`config.mk`:
```
export PLATFORM = sky130hd
export DESIGN_NAME = seconds_timer_ctrl
export DESIGN_NICKNAME = d
export VERILOG_FILES = /design/src/rtl/seconds_timer_ctrl.sv
export SDC_FILE = /design/constraint.sdc
export NUM_CORES = 1
export LEC_CHECK = 0
export ABC_AREA = 1
export ABC_CLOCK_PERIOD_IN_PS = 1600
export CAP_MARGIN = 20
export CORE_AREA = 2 2 101 103
export DETAILED_ROUTE_END_ITERATION = 12
export DIE_AREA = 0 0 103 105
export PLACE_DENSITY = 0.44
export SYNTH_ARGS = -nofsm -noshare
export SYNTH_HDL_FRONTEND = slang
export SYNTH_SLANG_ARGS = --single-unit
```
`constraint.sdc`:
```
create_clock -name clk -period 1.6 [get_ports clk]
set_input_delay 0.4 -clock clk [delete_from_list [all_inputs] [get_ports clk]]
set_output_delay 0.4 -clock clk [all_outputs]
set_load 0.01 [all_outputs]
```
`src/rtl/seconds_timer_ctrl.sv`:
```
// One-second prescaler and two-digit BCD up/down seconds counter that feeds the display decoder.
// Optional build macro DONE_BLINK_EN: blink the terminal count while in DONE (blank phase drives 4'hF).
module seconds_timer_ctrl #(
    parameter int TICK_CYCLES = 50_000_000
) (
    input  logic       clk,
    input  logic       rst,
    input  logic       start,
    input  logic       pause,
    input  logic       clear,
    input  logic       load,
    input  logic [3:0] load_unidades,
    input  logic [3:0] load_decenas,
    input  logic       down,
    output logic [3:0] segundos_unidades,
    output logic [3:0] segundos_decenas,
    output logic       running,
    output logic       tick,
    output logic       done
);

    localparam int PW = (TICK_CYCLES > 2) ? $clog2(TICK_CYCLES) : 1;
    localparam logic [PW-1:0] PRE_LAST = PW'(TICK_CYCLES - 1);

    typedef enum logic [1:0] {
        IDLE   = 2'd0,
        RUN    = 2'd1,
        PAUSED = 2'd2,
        DONE   = 2'd3
    } state_t;

    state_t        state, state_n;
    logic [3:0]    cnt_u, cnt_t, cnt_u_n, cnt_t_n;
    logic [PW-1:0] pre, pre_n;
    logic          dir, dir_n;
    logic          tick_n;
    logic [3:0]    inc_u, inc_t, dec_u, dec_t;
    logic [3:0]    ld_u, ld_t;
    logic [3:0]    disp_u, disp_t;
    logic          cnt_zero, cnt_max;

`ifdef DONE_BLINK_EN
    localparam logic [PW-1:0] HALF_LAST = PW'(TICK_CYCLES / 2 - 1);
    logic blank, blank_n;
`endif

    // BCD neighbours of the current count and clamped load digits.
    always_comb begin
        inc_u    = (cnt_u == 4'd9) ? 4'd0 : cnt_u + 4'd1;
        inc_t    = (cnt_u == 4'd9) ? cnt_t + 4'd1 : cnt_t;
        dec_u    = (cnt_u == 4'd0) ? 4'd9 : cnt_u - 4'd1;
        dec_t    = (cnt_u == 4'd0) ? cnt_t - 4'd1 : cnt_t;
        ld_u     = (load_unidades > 4'd9) ? 4'd9 : load_unidades;
        ld_t     = (load_decenas > 4'd9) ? 4'd9 : load_decenas;
        cnt_zero = (cnt_u == 4'd0) && (cnt_t == 4'd0);
        cnt_max  = (cnt_u == 4'd9) && (cnt_t == 4'd9);
    end

    always_comb begin
        state_n = state;
        cnt_u_n = cnt_u;
        cnt_t_n = cnt_t;
        pre_n   = pre;
        dir_n   = dir;
        tick_n  = 1'b0;
`ifdef DONE_BLINK_EN
        blank_n = (state == DONE) ? blank : 1'b0;
`endif
        if (clear) begin
            state_n = IDLE;
            cnt_u_n = 4'd0;
            cnt_t_n = 4'd0;
            pre_n   = '0;
`ifdef DONE_BLINK_EN
            blank_n = 1'b0;
`endif
        end else begin
            case (state)
                IDLE: begin
                    if (pause) begin
                        state_n = IDLE;
                    end else if (start) begin
                        dir_n = down;
                        pre_n = '0;
                        // A run that is already at its terminal value has nothing to count.
                        if ((down && cnt_zero) || (!down && cnt_max)) state_n = DONE;
                        else                                        state_n = RUN;
                    end else if (load) begin
                        cnt_u_n = ld_u;
                        cnt_t_n = ld_t;
                    end
                end
                RUN: begin
                    if (pre == PRE_LAST) begin
                        pre_n  = '0;
                        tick_n = 1'b1;
                        if (dir) begin
                            cnt_u_n = dec_u;
                            cnt_t_n = dec_t;
                            if (dec_u == 4'd0 && dec_t == 4'd0) state_n = DONE;
                        end else begin
                            cnt_u_n = inc_u;
                            cnt_t_n = inc_t;
                            if (inc_u == 4'd9 && inc_t == 4'd9) state_n = DONE;
                        end
                    end else begin
                        pre_n = pre + PW'(1);
                    end
                    // The tick on this edge is already applied above; pause only redirects the state.
                    if (pause && state_n == RUN) state_n = PAUSED;
                end
                PAUSED: begin
                    if (!pause && start) state_n = RUN;
                end
                DONE: begin
`ifdef DONE_BLINK_EN
                    if (pre == HALF_LAST) begin
                        pre_n   = '0;
                        blank_n = ~blank;
                    end else begin
                        pre_n = pre + PW'(1);
                    end
`endif
                end
                default: state_n = IDLE;
            endcase
        end
    end

    always_comb begin
        disp_u = cnt_u_n;
        disp_t = cnt_t_n;
`ifdef DONE_BLINK_EN
        if (blank_n) begin
            disp_u = 4'hF;
            disp_t = 4'hF;
        end
`endif
    end

    always_ff @(posedge clk) begin
        if (rst) begin
            state             <= IDLE;
            cnt_u             <= 4'd0;
            cnt_t             <= 4'd0;
            pre               <= '0;
            dir               <= 1'b0;
            segundos_unidades <= 4'd0;
            segundos_decenas  <= 4'd0;
            running           <= 1'b0;
            tick              <= 1'b0;
            done              <= 1'b0;
`ifdef DONE_BLINK_EN
            blank             <= 1'b0;
`endif
        end else begin
            state             <= state_n;
            cnt_u             <= cnt_u_n;
            cnt_t             <= cnt_t_n;
            pre               <= pre_n;
            dir               <= dir_n;
            segundos_unidades <= disp_u;
            segundos_decenas  <= disp_t;
            running           <= (state_n == RUN);
            tick              <= tick_n;
            done              <= (state_n == DONE);
`ifdef DONE_BLINK_EN
            blank             <= blank_n;
`endif
        end
    end

endmodule
```
# Word-level counts from Yosys, hierarchy flattened
# Cells that the tools add are included.
[op_classes] n_reduce_logical=22 add_sub_neg=5 n_eq_ne=15 bitwise=3 muxes=36 order_cmp=2
[ops] op="two-way mux 26 bit" n=3
[ops] op="two-way mux 4 bit" n=16
[ops] op="case mux 26 bit (2 select lines)" n=1
[ops] op="adder 26 x 1 -> 26 bit (second input constant)" n=1
[ops] op="== test 26 bit (second input constant)" n=1
[ops] op="two-way mux 2 bit" n=12
[ops] op="== test 4 bit (second input constant)" n=4
[ops] op="zero test 4 bit" n=4
[ops] op="case mux 4 bit (2 select lines)" n=2
[ops] op="inequality test 2 bit (second input constant)" n=5
[ops] op="adder 4 x 1 -> 4 bit (second input constant)" n=2
[ops] op="greater-than comparator 4 bit (second input constant)" n=2
[ops] op="logical AND 1 bit" n=8
[ops] op="subtractor 4 x 1 -> 4 bit (second input constant)" n=2
[ops] op="== test 2 x 1 -> 1 bit (second input constant)" n=3
[ops] op="case mux 2 bit (3 select lines)" n=1
[ops] op="AND reduction 5 bit" n=1
[ops] op="== test 2 bit (second input constant)" n=2
[ops] op="AND reduction 4 bit" n=1
[ops] op="inverter 1 bit" n=3
[ops] op="AND reduction 3 bit" n=1
[ops] op="OR reduction 3 bit" n=1
[ops] op="zero test 1 bit" n=2
[ops] op="zero test 2 bit" n=1
[ops] op="4 further kinds" n=4
[word_totals] ff_bits=40 input_bits=15

# Depth between registers and ports, before layout
[logic_depth] ltp_word=15 depth_mapped=14 depth_no_buf=14

# Least setup slack after synthesis
# No wires, ideal clock.
[synth_timing] kind="flip-flop to flip-flop" startpoint="register cnt_t[0]" endpoint="register done" path_slack_ps=-96 synth_period_minus_slack_ps=1696 path_stages_with_launch=13 path_buffers=0 t_required_ps=1488 arrival_time_ps=1584 cell_sequence="dfxtp_1 inv_1 ha_1 inv_1 nand3_1 nand3_1 nor2_1 nor2_1 nor2_2 nand3_1 nand2_1 nand2_1 nor2_1"
[synth_between] elab_chain_len=15
[synth_rtl] element="start, declared" line="33" text="logic [3:0] cnt_u, cnt_t, cnt_u_n, cnt_t_n;"
[synth_rtl] element="start signal, assigned" line="159" text="cnt_t <= cnt_t_n;"
[synth_rtl] element="adder 4 x 1 -> 4 bit or subtractor 4 x 1 -> 4 bit (tied branches)" line="50, 52"
[synth_rtl] element="two-way mux 4 bit, on equally long branches" line="50, 52"
[synth_rtl] element="== test 4 bit or zero test 4 bit (tied branches)" line="104, 100"
[synth_rtl] element="logical AND 1 bit, on equally long branches" line="104, 100"
[synth_rtl] element="two-way mux 2 bit, on equally long branches" line="104, 100"
[synth_rtl] element="two-way mux 2 bit" line="97" text="if (dir) begin"
[synth_rtl] element="two-way mux 2 bit" line="94" text="if (pre == PRE_LAST) begin"
[synth_rtl] element="two-way mux 2 bit" line="78" text="case (state)"
[synth_rtl] element="two-way mux 2 bit" line="69" text="if (clear) begin"
[synth_rtl] element="== test 2 x 1 -> 1 bit" line="110" text="if (pause && state_n == RUN) state_n = PAUSED;"
[synth_rtl] element="logical AND 1 bit" line="110"
[synth_rtl] element="two-way mux 2 bit" line="110"
[synth_rtl] element="case mux 2 bit (3 select lines) (*)" line="78"
[synth_rtl] element="two-way mux 2 bit (*)" line="69"
[synth_rtl] element="== test 2 bit (*)" line="166" text="done <= (state_n == DONE);"
[synth_rtl] element="end signal, assigned" line="166"
[synth_rtl] element="end, declared" line="19" text="output logic done"
# Every way passes the cells marked *; elsewhere a longest branch is shown, timed or not. The select of a mux whose other input is x is not followed.
# A chain may end at the register's enable or synchronous reset.

# Worst setup path in the final report
[layout_timing] startpoint="register pre[0]" endpoint="register pre[17]"
[layout_between] elab_chain_len=3
[layout_rtl] element="start, declared" line="34" text="logic [PW-1:0] pre, pre_n;"
[layout_rtl] element="start signal, assigned" line="160" text="pre <= pre_n;"
[layout_rtl] element="adder 26 x 1 -> 26 bit or == test 26 bit (tied branches)" line="107, 94"
[layout_rtl] element="two-way mux 26 bit (*)" line="94"
[layout_rtl] element="case mux 26 bit (2 select lines) (*)" line="78"
# Every way passes the cells marked *; elsewhere a longest branch is shown, timed or not.

==> results.md <==
- The flow ran to the end, but the final reports show violations.
- The final reports fail on negative setup slack.
- By instance count, the leading cell after synthesis is nand2_1.
- The number of standard cells in the final layout excluding fillers is approximately 670.
- Detailed routing inserted a total of between 3000 and 4000 vias.
- The reg2reg setup slack is -0.08 ns.
- The repair_antennas step left the layout with diodes totalling 0.
- The leading register cell type out of synthesis is dfxtp_1.
- The first global-routing pass estimated 14700 um of wire.
- The detailed-placement wirelength estimate is approximately 6800 um.
- The final setup violation count is 22.
- For this block, the initial DRC count from the detailed router was 110.
- In this run, synthesis inferred 0 flip-flops with an integrated enable.
- The die covers ~0.011 mm^2.
- The yosys synthesis warning count is 0.
- The least setup slack across all paths after layout is -0.0803 ns.
- The clock network burns 35.0% of the power.
- In the finished design, the share of the clock period the worst path needs comes to 105%.
- The highest net fanout along the worst path is 5.
- The worst hold path stage count is 2.
- In the final layout, the share of cells above drive strength 1 is 37.5%.
- The synthesized design spends more area on one cell type than any other, namely dfxtp_1.
- The largest family of logic cells by synthesized area is simple AND/OR/NAND/NOR gates.
- The critical path launch point type is a flop.
- The count of nets left with antenna violations once routing finished came out at 0.
- In this run the power density over the cells is 508 mW/mm^2.
- The H-tree was split into 2 levels.
- Headroom to the max-slew limit came out at between 70 and 80%.
- Counting the fill cells in the layout gives 1057.
- In the final timing run, aggregate negative setup slack is -0.831 ns.
- The switching fraction of total power is between 20% and 30%.
- The tool flagged a number of max-cap violations equal to 0.
- At the worst endpoint, the required time is 1.80 ns.
- The peak-usage layer in the global routing report is met2.
- Walking the worst path, the cells encountered are buf_4, nand3_4, nor2_4, nand2_2, nor2_4, nand2_4, nor2_8, nand2_4, inv_4, nand4_1, nand3_2, inv_2.
- For this configuration, the core starts out at a cell density of 28.8%.
- The clock tree from TritonCTS is done.
- The worst hold path terminates at pre[23]$_SDFFE_PP0P_.
- The max-slew violation count is 0.
- In this run, placement finished with an instance count of between 600 and 700.
- In this run the clock root is driven by a clkbuf_8.
- The share of the synthesized netlist area taken by xor and xnor gates is under 10%.
- The wire length per cell is 13.1 um.
- The clock sink count is 40.
- The largest stage delay on the critical path is ~0.36 ns.
- The share of the Yosys chip area taken by registers is 28.8%.
- The total detailed-routing wirelength is just under 9000 um.
- The met1 layer usage reported by global route is approximately a fifth.
- After the last flow step, the layout net total stands at roughly 550.
- Synthesis handed over a netlist of roughly 420 instances.
- The number of primary I/O pins is 26.
- The overall track demand over capacity in global routing is 16.9%.
- Clock skew on the completed layout was measured at between 0.01 and 0.015 ns.
- The via count of the first global-routing pass is just over 3000.
- The weighted congestion at the end of routability-driven global placement is 0.859.
- The depth of the worst register-to-register path is 12.
- The reg-to-reg endpoint is pre[17]$_SDFFE_PP0P_.
- The portion of synthesized area spent on multiplexers is 0%.
- In this run the worst hold path is classified as reg2reg.
- The share of flip-flops with an asynchronous set or reset after synthesis is 0%.
- The launch instance of the worst min-delay path is pre[23]$_SDFFE_PP0P_.
- In this run, the combinational gates consume between 15 and 20% of the power.
- The top cell family by delay on the critical path is simple AND/OR/NAND/NOR gates.
- The data arrival time of the worst path is between 1.5 and 2 ns.
- The first detailed-routing pass ran for 4 iterations.
- The area fraction in and, or, nand and nor cells after synthesis is between 40% and 50%.
- The area share of the largest cell type after synthesis is 28.8%.
- The number of synthesized register bits is 40.
- The sequential power share is approximately 48%.
- The DRC violation count after routing is 0.
- The number of port buffers is 25.
- After synthesis, the cell types taking the most area are dfxtp_1, nand2_1, nor2_1, a21oi_1, inv_1.
- The height of the chip is ~110 um.
- The relative area change from synthesis to final layout is 49.6%.
- The clock slew seen by the registers of the worst setup and hold paths is around 0.08 ns.
- The slowest cell on the critical path is dfxtp_2.
- Setup repair after global routing could not meet its margin everywhere.
- A synthesized cell averages between 6 and 7 um^2.
- The met3 usage is 2.07%.
- Cell internal power was estimated by the tool at about 0.0015 W.
- The maximum resistive drop on vdd is ~0.26 mV.
- The post-synth net total is 438.
- The cell area after technology mapping is around 0.0028 mm^2.
- After synthesis, the most frequently instantiated cells are nand2_1, nor2_1, dfxtp_1, inv_1, a21oi_1.
- Together, buffers and inverters on the worst path number 3.
- The total net switching power is roughly 0.00057 W.
- At the pin with the least slew margin, the transition time is about 0.31 ns.
- The critical path start-end classification is reg2reg.
- Static timing analysis puts the maximum clock frequency at 595 MHz.
- The total core area is 0.00964 mm^2.
- In this run the horizontal extent of the chip is between 100 and 150 um.
- Counting the buffers created by CTS gives 5.
- The startpoint of the worst-slack reg-to-reg timing path is pre[0]$_SDFFE_PP0P_.
- Summing the areas of all fa, ha and maj instances in the mapped netlist gives under 10% of the synthesized area.
- The number of different library cells in the post-synthesis netlist is between 40 and 50.
- The overflow left after global routing is 0.
- Summing the areas of all compound-gate instances in the mapped netlist gives about 16% of the synthesized area.
- The floorplan has 36 rows.
- Using the TritonRoute via totals, the vias-per-cell ratio works out to 4.66.
- The endpoint kind of the worst setup timing path is a flop.
- No sink is reached through more buffers than the 2 on the longest clock path.
- After layout, the minimum clock period comes to ~1.7 ns.
- The number of antenna violations at the first check in global routing is 0.
- Global routing consumed, on the met2 layer, between 30% and 40% of the routing resources.
- The insertion delay of the later-clocked pin in the worst-skew pair is 0.30 ns.
- Measured on the finished design, the core utilization comes to a little over two fifths.
- The count of endpoints failing hold in the final timing report is 0.
- The maximum number of pins on one net before global-route repair is 12.
- In this run the static leakage power is ~1.8 nW.
-- power by group through the flow --
stage                     Combinational, W  Sequential (W)  Clock, W
after floorplan                   0.000164         0.00104         0
final                             0.000364         0.00101  0.000739
after detailed placement          0.000335         0.00104         0
after global placement            0.000337         0.00104         0
after global routing              0.000402         0.00101  0.000804
after CTS                         0.000357         0.00101  0.000783
-- cells by family after synthesis --
group / after synthesis
AND/OR/NAND/NOR: 225
AO/OA/AOI/OAI: 79
buffers and inverters: 62
flip-flops: 40
XOR/XNOR: 7
adder cells (fa/ha/maj): 5
-- worst reg2reg max path, cell delays in order (launching register included) --
cell and delay, ns:
dfxtp_2 0.36, buf_4 0.13, nand3_4 0.07, nor2_4 0.12, nand2_2 0.08, nor2_4 0.19
nand2_4 0.09, nor2_8 0.15, nand2_4 0.08, inv_4 0.08, nand4_1 0.11, nand3_2 0.10
inv_2 0.03
-- placed cells by master (no fill, tap or decap), types with 6 or more instances in the layout --
master            n
clkbuf_8          7
nor3_1            8
clkdlybuf4s50_1  15
o21ai_2           9
a21oi_2           7
nand2_1          76
nand2_4           6
nand4_1          15
buf_4            85
nor2_1           47
dfxtp_2           9
nor2_4           10
dfxtp_1          26
nand2_2          14
o21ai_0          13
inv_2            14
inv_1            32
o21ai_1           9
dlygate4sd2_1     8
a21oi_1          29
nand3_1          24
-- sequential cells by signal, indices dropped and copies added (netlist names) --
register and cells:
cnt_t 4, cnt_u 4, dir 1, done 1, pre 26, running 1, state 2, tick 1
-- stage by stage --
step                      hold slack [ns]  total power (W)  setup WS, ns  area (um^2)
after floorplan                     0.433          0.00121        0.0123         2790
after global routing                0.500          0.00222        -0.214         4160
after detailed placement            0.478          0.00138        -0.433         3790
final                               0.478          0.00211       -0.0803         4160
after global placement              0.469          0.00138        -0.402         3790
after CTS                           0.485          0.00215        -0.112         4010
-- cell type report --
| type | instances | area, um^2 | share of cell area (%) |
|---|---|---|---|
| clock buffers | 7 | 96.3 | 2.32 |
| inverters | 56 | 238 | 5.72 |
| multi-input cells | 317 | 1890 | 45.5 |
| flip-flops and latches | 40 | 831 | 20.0 |
| well taps | 133 | 166 | 4.00 |
| repair buffers | 114 | 937 | 22.5 |
-- routing by layer --
metal	up-vias	part of all wire (%)
li1	1619	-
met1	1450	45
met2	28	52
met3	10	2.0
met4	0	1.1
met5	-	0
-- how the worst max path moves through the flow --
stage                              startpoint  slack (ns)               endpoint  cells after the start
after floorplan           pre[1]$_SDFFE_PP0P_        0.01  cnt_u[1]$_SDFFE_PP0P_                     14
after global placement                  start       -0.40   pre[22]$_SDFFE_PP0P_                      9
after detailed placement                start       -0.43   pre[22]$_SDFFE_PP0P_                      9
after CTS                 pre[0]$_SDFFE_PP0P_       -0.11   pre[14]$_SDFFE_PP0P_                     12
after global routing      pre[0]$_SDFFE_PP0P_       -0.21  cnt_u[2]$_SDFFE_PP0P_                     13
final                     pre[0]$_SDFFE_PP0P_       -0.08   pre[17]$_SDFFE_PP0P_                     12
-- repair_timing --
action	in CTS	in global routing
pin swaps	10	17
endpoints found under the setup margin	42	36
hold buffers	0	0
gates cloned	1	0
setup buffers	5	5
gates resized for setup	35	38
Note: power is estimated with default switching activity, not from simulation.
